File: config.mk
export PLATFORM = sky130hd
export DESIGN_NAME = uart_gesture_rx
export DESIGN_NICKNAME = d
export VERILOG_FILES = /design/src/rtl/uart_gesture_rx.sv
export SDC_FILE = /design/constraint.sdc
export NUM_CORES = 1
export LEC_CHECK = 0
export BUFFER_PORTS_ARGS = -buffer_cell sky130_fd_sc_hd__buf_2
export CORE_UTILIZATION = 50
export CTS_BUF_LIST = sky130_fd_sc_hd__clkbuf_16
export CTS_CLUSTER_DIAMETER = 50
export DETAILED_ROUTE_END_ITERATION = 16
export PLACE_DENSITY_LB_ADDON = 0.3
export RECOVER_POWER = 50
export SLEW_MARGIN = 10
export SYNTH_ARGS = -nofsm -noshare
export SYNTH_HDL_FRONTEND = slang
export SYNTH_SLANG_ARGS = --single-unit
File: constraint.sdc
create_clock -name clk -period 2.7 [get_ports clk]
set_input_delay 0.405 -clock clk [delete_from_list [all_inputs] [get_ports clk]]
set_output_delay 0.405 -clock clk [all_outputs]
set_load 0.02 [all_outputs]
File: src/rtl/uart_gesture_rx.sv
// UART receiver (8N1, or 8E1 when UART_RX_PARITY_EN is defined) that decodes
// ASCII gesture codes CMD_BASE..CMD_BASE+3 into a registered 2-bit Ctrl word.
module uart_gesture_rx #(
    parameter int          CLKS_PER_BIT = 10417,
    parameter logic [7:0]  CMD_BASE     = 8'h30
) (
    input  logic       clk,
    input  logic       rst,
    input  logic       rx_pin,
    output logic [7:0] rx_data,
    output logic       rx_valid,
    output logic       frame_err,
    output logic       cmd_err,
    output logic [1:0] Ctrl,
    output logic       ctrl_update,
    output logic       busy
);

    localparam logic [15:0] BIT_LAST  = 16'(CLKS_PER_BIT - 1);
    localparam logic [15:0] HALF_LAST = 16'(CLKS_PER_BIT / 2 - 1);

    typedef enum logic [2:0] {
        S_IDLE,
        S_START,
        S_DATA,
`ifdef UART_RX_PARITY_EN
        S_PARITY,
`endif
        S_STOP,
        S_BREAK
    } state_t;

    state_t      state_q, state_d;
    logic        sync1_q, sync2_q;
    logic [15:0] baud_q, baud_d;
    logic [15:0] bitn_q, bitn_d;
    logic [7:0]  shift_q, shift_d;
    logic [7:0]  rx_data_q, rx_data_d;
    logic        rx_valid_q, rx_valid_d;
    logic        frame_err_q, frame_err_d;
    logic        cmd_err_q, cmd_err_d;
    logic [1:0]  ctrl_q, ctrl_d;
    logic        ctrl_update_q, ctrl_update_d;
    logic        busy_q, busy_d;
    logic        par_err_q, par_err_d;
    logic        line;
    logic [8:0]  cmd_off;

    assign line    = sync2_q;
    assign cmd_off = {1'b0, rx_data_q} - {1'b0, CMD_BASE};

    always_comb begin
        state_d       = state_q;
        baud_d        = baud_q + 16'd1;
        bitn_d        = bitn_q;
        shift_d       = shift_q;
        rx_data_d     = rx_data_q;
        rx_valid_d    = 1'b0;
        frame_err_d   = 1'b0;
        cmd_err_d     = 1'b0;
        ctrl_d        = ctrl_q;
        ctrl_update_d = 1'b0;
        par_err_d     = par_err_q;

        case (state_q)
            S_IDLE: begin
                baud_d    = 16'd0;
                par_err_d = 1'b0;
                if (!line) state_d = S_START;
            end
            S_START: begin
                // Mid-start resample rejects glitches shorter than half a bit
                if (baud_q == HALF_LAST) state_d = line ? S_IDLE : S_DATA;
            end
            S_DATA: begin
                if (baud_q == BIT_LAST) begin
                    baud_d  = 16'd0;
                    shift_d = {line, shift_q[7:1]};
                    bitn_d  = bitn_q + 16'd1;
                    if (bitn_q == 16'd7) begin
`ifdef UART_RX_PARITY_EN
                        state_d = S_PARITY;
`else
                        state_d = S_STOP;
`endif
                    end
                end
            end
`ifdef UART_RX_PARITY_EN
            S_PARITY: begin
                if (baud_q == BIT_LAST) begin
                    par_err_d = ^{shift_q, line};
                    state_d   = S_STOP;
                end
            end
`endif
            S_STOP: begin
                if (baud_q == BIT_LAST) begin
                    if (line) begin
                        state_d = S_IDLE;
                        if (par_err_q) begin
                            frame_err_d = 1'b1;
                        end else begin
                            rx_valid_d = 1'b1;
                            rx_data_d  = shift_q;
                        end
                    end else begin
                        frame_err_d = 1'b1;
                        state_d     = S_BREAK;
                    end
                end
            end
            S_BREAK: begin
                baud_d = 16'd0;
                if (line) state_d = S_IDLE;
            end
            default: state_d = S_IDLE;
        endcase

        if (state_d != state_q) begin
            baud_d = 16'd0;
            bitn_d = 16'd0;
        end

        // Decode the byte published on the previous cycle
        if (rx_valid_q) begin
            if (cmd_off < 9'd4) begin
                ctrl_d        = cmd_off[1:0];
                ctrl_update_d = 1'b1;
            end else begin
                cmd_err_d = 1'b1;
            end
        end

        busy_d = (state_d != S_IDLE);
    end

    always_ff @(posedge clk) begin
        if (rst) begin
            state_q       <= S_IDLE;
            sync1_q       <= 1'b1;
            sync2_q       <= 1'b1;
            baud_q        <= 16'd0;
            bitn_q        <= 16'd0;
            shift_q       <= 8'h00;
            rx_data_q     <= 8'h00;
            rx_valid_q    <= 1'b0;
            frame_err_q   <= 1'b0;
            cmd_err_q     <= 1'b0;
            ctrl_q        <= 2'b00;
            ctrl_update_q <= 1'b0;
            busy_q        <= 1'b0;
            par_err_q     <= 1'b0;
        end else begin
            state_q       <= state_d;
            sync1_q       <= rx_pin;
            sync2_q       <= sync1_q;
            baud_q        <= baud_d;
            bitn_q        <= bitn_d;
            shift_q       <= shift_d;
            rx_data_q     <= rx_data_d;
            rx_valid_q    <= rx_valid_d;
            frame_err_q   <= frame_err_d;
            cmd_err_q     <= cmd_err_d;
            ctrl_q        <= ctrl_d;
            ctrl_update_q <= ctrl_update_d;
            busy_q        <= busy_d;
            par_err_q     <= par_err_d;
        end
    end

    assign rx_data     = rx_data_q;
    assign rx_valid    = rx_valid_q;
    assign frame_err   = frame_err_q;
    assign cmd_err     = cmd_err_q;
    assign Ctrl        = ctrl_q;
    assign ctrl_update = ctrl_update_q;
    assign busy        = busy_q;

endmodule

==> results.txt <==
The post-route minimum period came out at around 2.4 ns. The count of hold buffers inserted by post-cts repair is 0. The top-area cell type share of the netlist area came out at 0.443. The async set-or-reset flop fraction in the synthesized netlist is 0.

The worst slack on hold paths came out at about 0.26 ns. The remaining number of nets flagged by the antenna check after routing is 0. The horizontal die dimension is 75.6 um. Once layout is complete, the utilization of the core stands at 0.602.

For this run, the top clock speed supported by timing is 410 MHz. The die height came out at 75.6 um. For this configuration, the core starts out at a cell density of 0.524. The count of state elements after synthesis came out at 60.

Among all flip-flop cells after synthesis, the most frequent one is dfxtp_1. The worst hold path terminates at sync1_q$_SDFF_PP1_. The clock sink count came out at 60. The worst hold path passes through 2 cells. The growth of design area from synthesis to finish is 14.9%.

Data on the critical path is required at its endpoint by 2.89 ns. Clock-pin slew was measured on the worst setup and hold paths at ~0.050 ns. The worst slew margin relative to its limit came out at 0.218. In this run the worst hold path is classified as input pin to register. The netlist area before placement came out at 2710 um2. Along the worst path, the maximum fanout reaches 23. The run finished with clean final reports. For flop-to-flop paths, the worst setup slack is about 0.26 ns. The number of buffers created by CTS is 9.

Max-cap violations in this run came to 0. The via count of the first global-routing pass came to 1,954. 18 I/O pins were placed.

The actual slew at the worst max-slew pin came out at about 1.2 ns. The commonest cells after synthesis are 60 x dfxtp_1, 44 x nor2_1, 36 x nand2_1, 20 x xor2_1, 16 x nand3_1. During placement, the flow inserted port buffers numbering 17. The clock passes through at most 2 buffers. The total area inside the core boundary comes to 5170 um2.

The setup TNS came out at 0 ns. The synthesized area divided by synthesized cell count is around 8.7 um2. Yosys mapped the design onto 43 distinct sky130hd cell types. The area occupied by registers came out at around 1200 um2. Yosys instantiated no cell more often than dfxtp_1.

The critical path in this run is classified as register to register. After technology mapping, the gate count stands at 311. In this run the most critical hold path is launched from rx_pin.

The H-tree depth came out at 3. The later pin in the worst-skew pair is clocked with a latency of 0.33 ns. Of all cell types, the one taking the most synthesized area is dfxtp_1. In this run the post-CTS setup repair buffer count came out at 0. TritonCTS built the clock tree. The number of setup violations in the final report is 0. In the finished design, the share of the clock period the worst path needs comes to 0.903.

The arrival time of the worst setup path is roughly 2.6 ns. The reg-to-reg endpoint is bitn_q[11]$_SDFFE_PP0P_. The number of antenna violations at the first check in global routing came out at 0. Setup repair after global routing left no endpoint under its margin.

The hold violation total from the final report is 0. The die area is ~5700 um2. The number of flops mapped to enable cells by yosys is 0. The all-layer global routing usage came out at 0.213.

After filler insertion, the fill cell instance count of the layout stands at around 470. The cell sitting at the root of the clock tree is a clkbuf_16. The final layout contains 334 nets. The peak supply drop came out at ~0.42 mV. Summed over all cells, the static leakage comes to 0.00112 uW. The global-route congestion overflow total came out at 0. Dividing total power by cell area gives a power density of 677 nW/um2. Before antenna repair, the detailed router went through 4 iterations. Dividing the detail-routed wire length by the instance count gives 13.2 um. The total nets after synthesis is 318. The setup clock skew after layout is 0.00813 ns.

The via count is 2,160. The ratio of cells with drive above 1 in the final layout came out at 0.0783. The final RePlAce weighted congestion came out at 0.791. The number of antenna cells inserted came out at 0. The HPWL after detailed placement is 3500 um. Counting cells, the worst reg-to-reg path comes to 6. The iteration-0 DRC count of the detailed router is 211. The total area of multi-input combinational cells is 1410 um2.

In the routed design, unresolved DRC markers number 0. STA classifies the critical path endpoint as a register. The worst register-to-register path begins at baud_q[3]$_SDFF_PP0_. Ranked by total cell area, the synthesized netlist is headed by dfxtp_1 44%, xor2_1 6.5%, nor2_1 6.1%, nand2_1 5.0%, xnor2_1 3.2%.

The row count came out at 26. The number of warnings issued by yosys is 0. The startpoint type of the worst setup path is a register.

In this run, post-CTS repair resized a total of 0 instances. The max-slew violation total from the final report came to 0. The pin count of the biggest net entering global routing is 31. The first global-routing pass estimated approximately 9000 um of wire. The sequential element share of the synthesized area came out at 0.443. After detailed routing, the number of vias per cell comes to 5.37.

The final wirelength came out at 5290 um.
## power breakdown
part | internal [uW] | switching (uW)
Combinational | 9.15 | 24.1
Clock | 794 | 386
Sequential | 890 | 4.41
## registers in the layout (all words and copies together), names as in the netlist
name         flops
Ctrl             2
baud_q          16
bitn_q          16
busy             1
cmd_err          1
ctrl_update      1
frame_err        1
line             1
rx_data          8
rx_valid         1
shift_q          8
state_q          3
sync1_q          1
## area by class of cell
class	count	area share
multi-input combinational	231	0.453
timing repair buffer	21	0.0293
sequential	60	0.386
tap	70	0.0281
inverter	4	0.00482
clock buffer	9	0.0723
clock inverter	7	0.0265
## worst max-delay path: stages (launching register included)
cell and delay (ns):
dfxtp_1 0.35, or4b_1 0.63, nor4_1 0.35, nand3_1 0.21
a21oi_2 0.20, a221o_2 0.45, nor2_1 0.11
## layer usage
layer  vias to the layer above  GRT usage  share of wire
met2                        31      0.316           0.44
met4                         0      0.119          0.024
met5                         -          0              0
met3                        11     0.0516          0.028
li1                       1113          -              -
met1                      1005      0.284           0.50
## how the worst max path moves through the flow
stage | startpoint | endpoint | slack, ns | depth (start not counted)
detailed placement | baud_q[3]$_SDFF_PP0_ | bitn_q[11]$_SDFFE_PP0P_ | 0.36 | 6
finish | baud_q[3]$_SDFF_PP0_ | bitn_q[11]$_SDFFE_PP0P_ | 0.26 | 6
global placement | baud_q[3]$_SDFF_PP0_ | baud_q[4]$_SDFF_PP0_ | 0.42 | 6
global route | baud_q[3]$_SDFF_PP0_ | baud_q[0]$_SDFF_PP0_ | 0.12 | 6
CTS | baud_q[3]$_SDFF_PP0_ | bitn_q[11]$_SDFFE_PP0P_ | 0.33 | 6
floorplan | baud_q[3]$_SDFF_PP0_ | baud_q[10]$_SDFF_PP0_ | 0.67 | 7
## cell families after synthesis
kind of cell	after synthesis	share of synthesized area
AO/OA/AOI/OAI	24	0.0517
XOR/XNOR	30	0.0970
adder cells (fa/ha/maj)	4	0.0185
buffers and inverters	20	0.0346
flip-flops	60	0.443
multiplexers	8	0.0295
AND/OR/NAND/NOR	165	0.325
## per-stage QoR
step	cells	power, uW	setup slack, ns	area [um2]
2_1_floorplan	311	944	0.674	2710
3_3_place_gp	386	946	0.421	2830
3_5_place_dp	386	946	0.365	2830
4_1_cts	402	2130	0.326	3140
5_1_grt	402	2170	0.119	3110
6_report	402	2110	0.262	3110
## layout by cell type, fill, tap and decap left out, types with 9 or more instances in the layout
| cell type | count |
|---|---|
| dfxtp_1 | 60 |
| nor2_1 | 44 |
| nand2_1 | 36 |
| xor2_1 | 20 |
| clkbuf_1 | 17 |
| nand3_1 | 16 |
| a21oi_1 | 14 |
| nor3_1 | 10 |
| nand4_1 | 10 |
| xnor2_1 | 10 |
| clkbuf_16 | 9 |
Power figures use the tool's default switching activity.
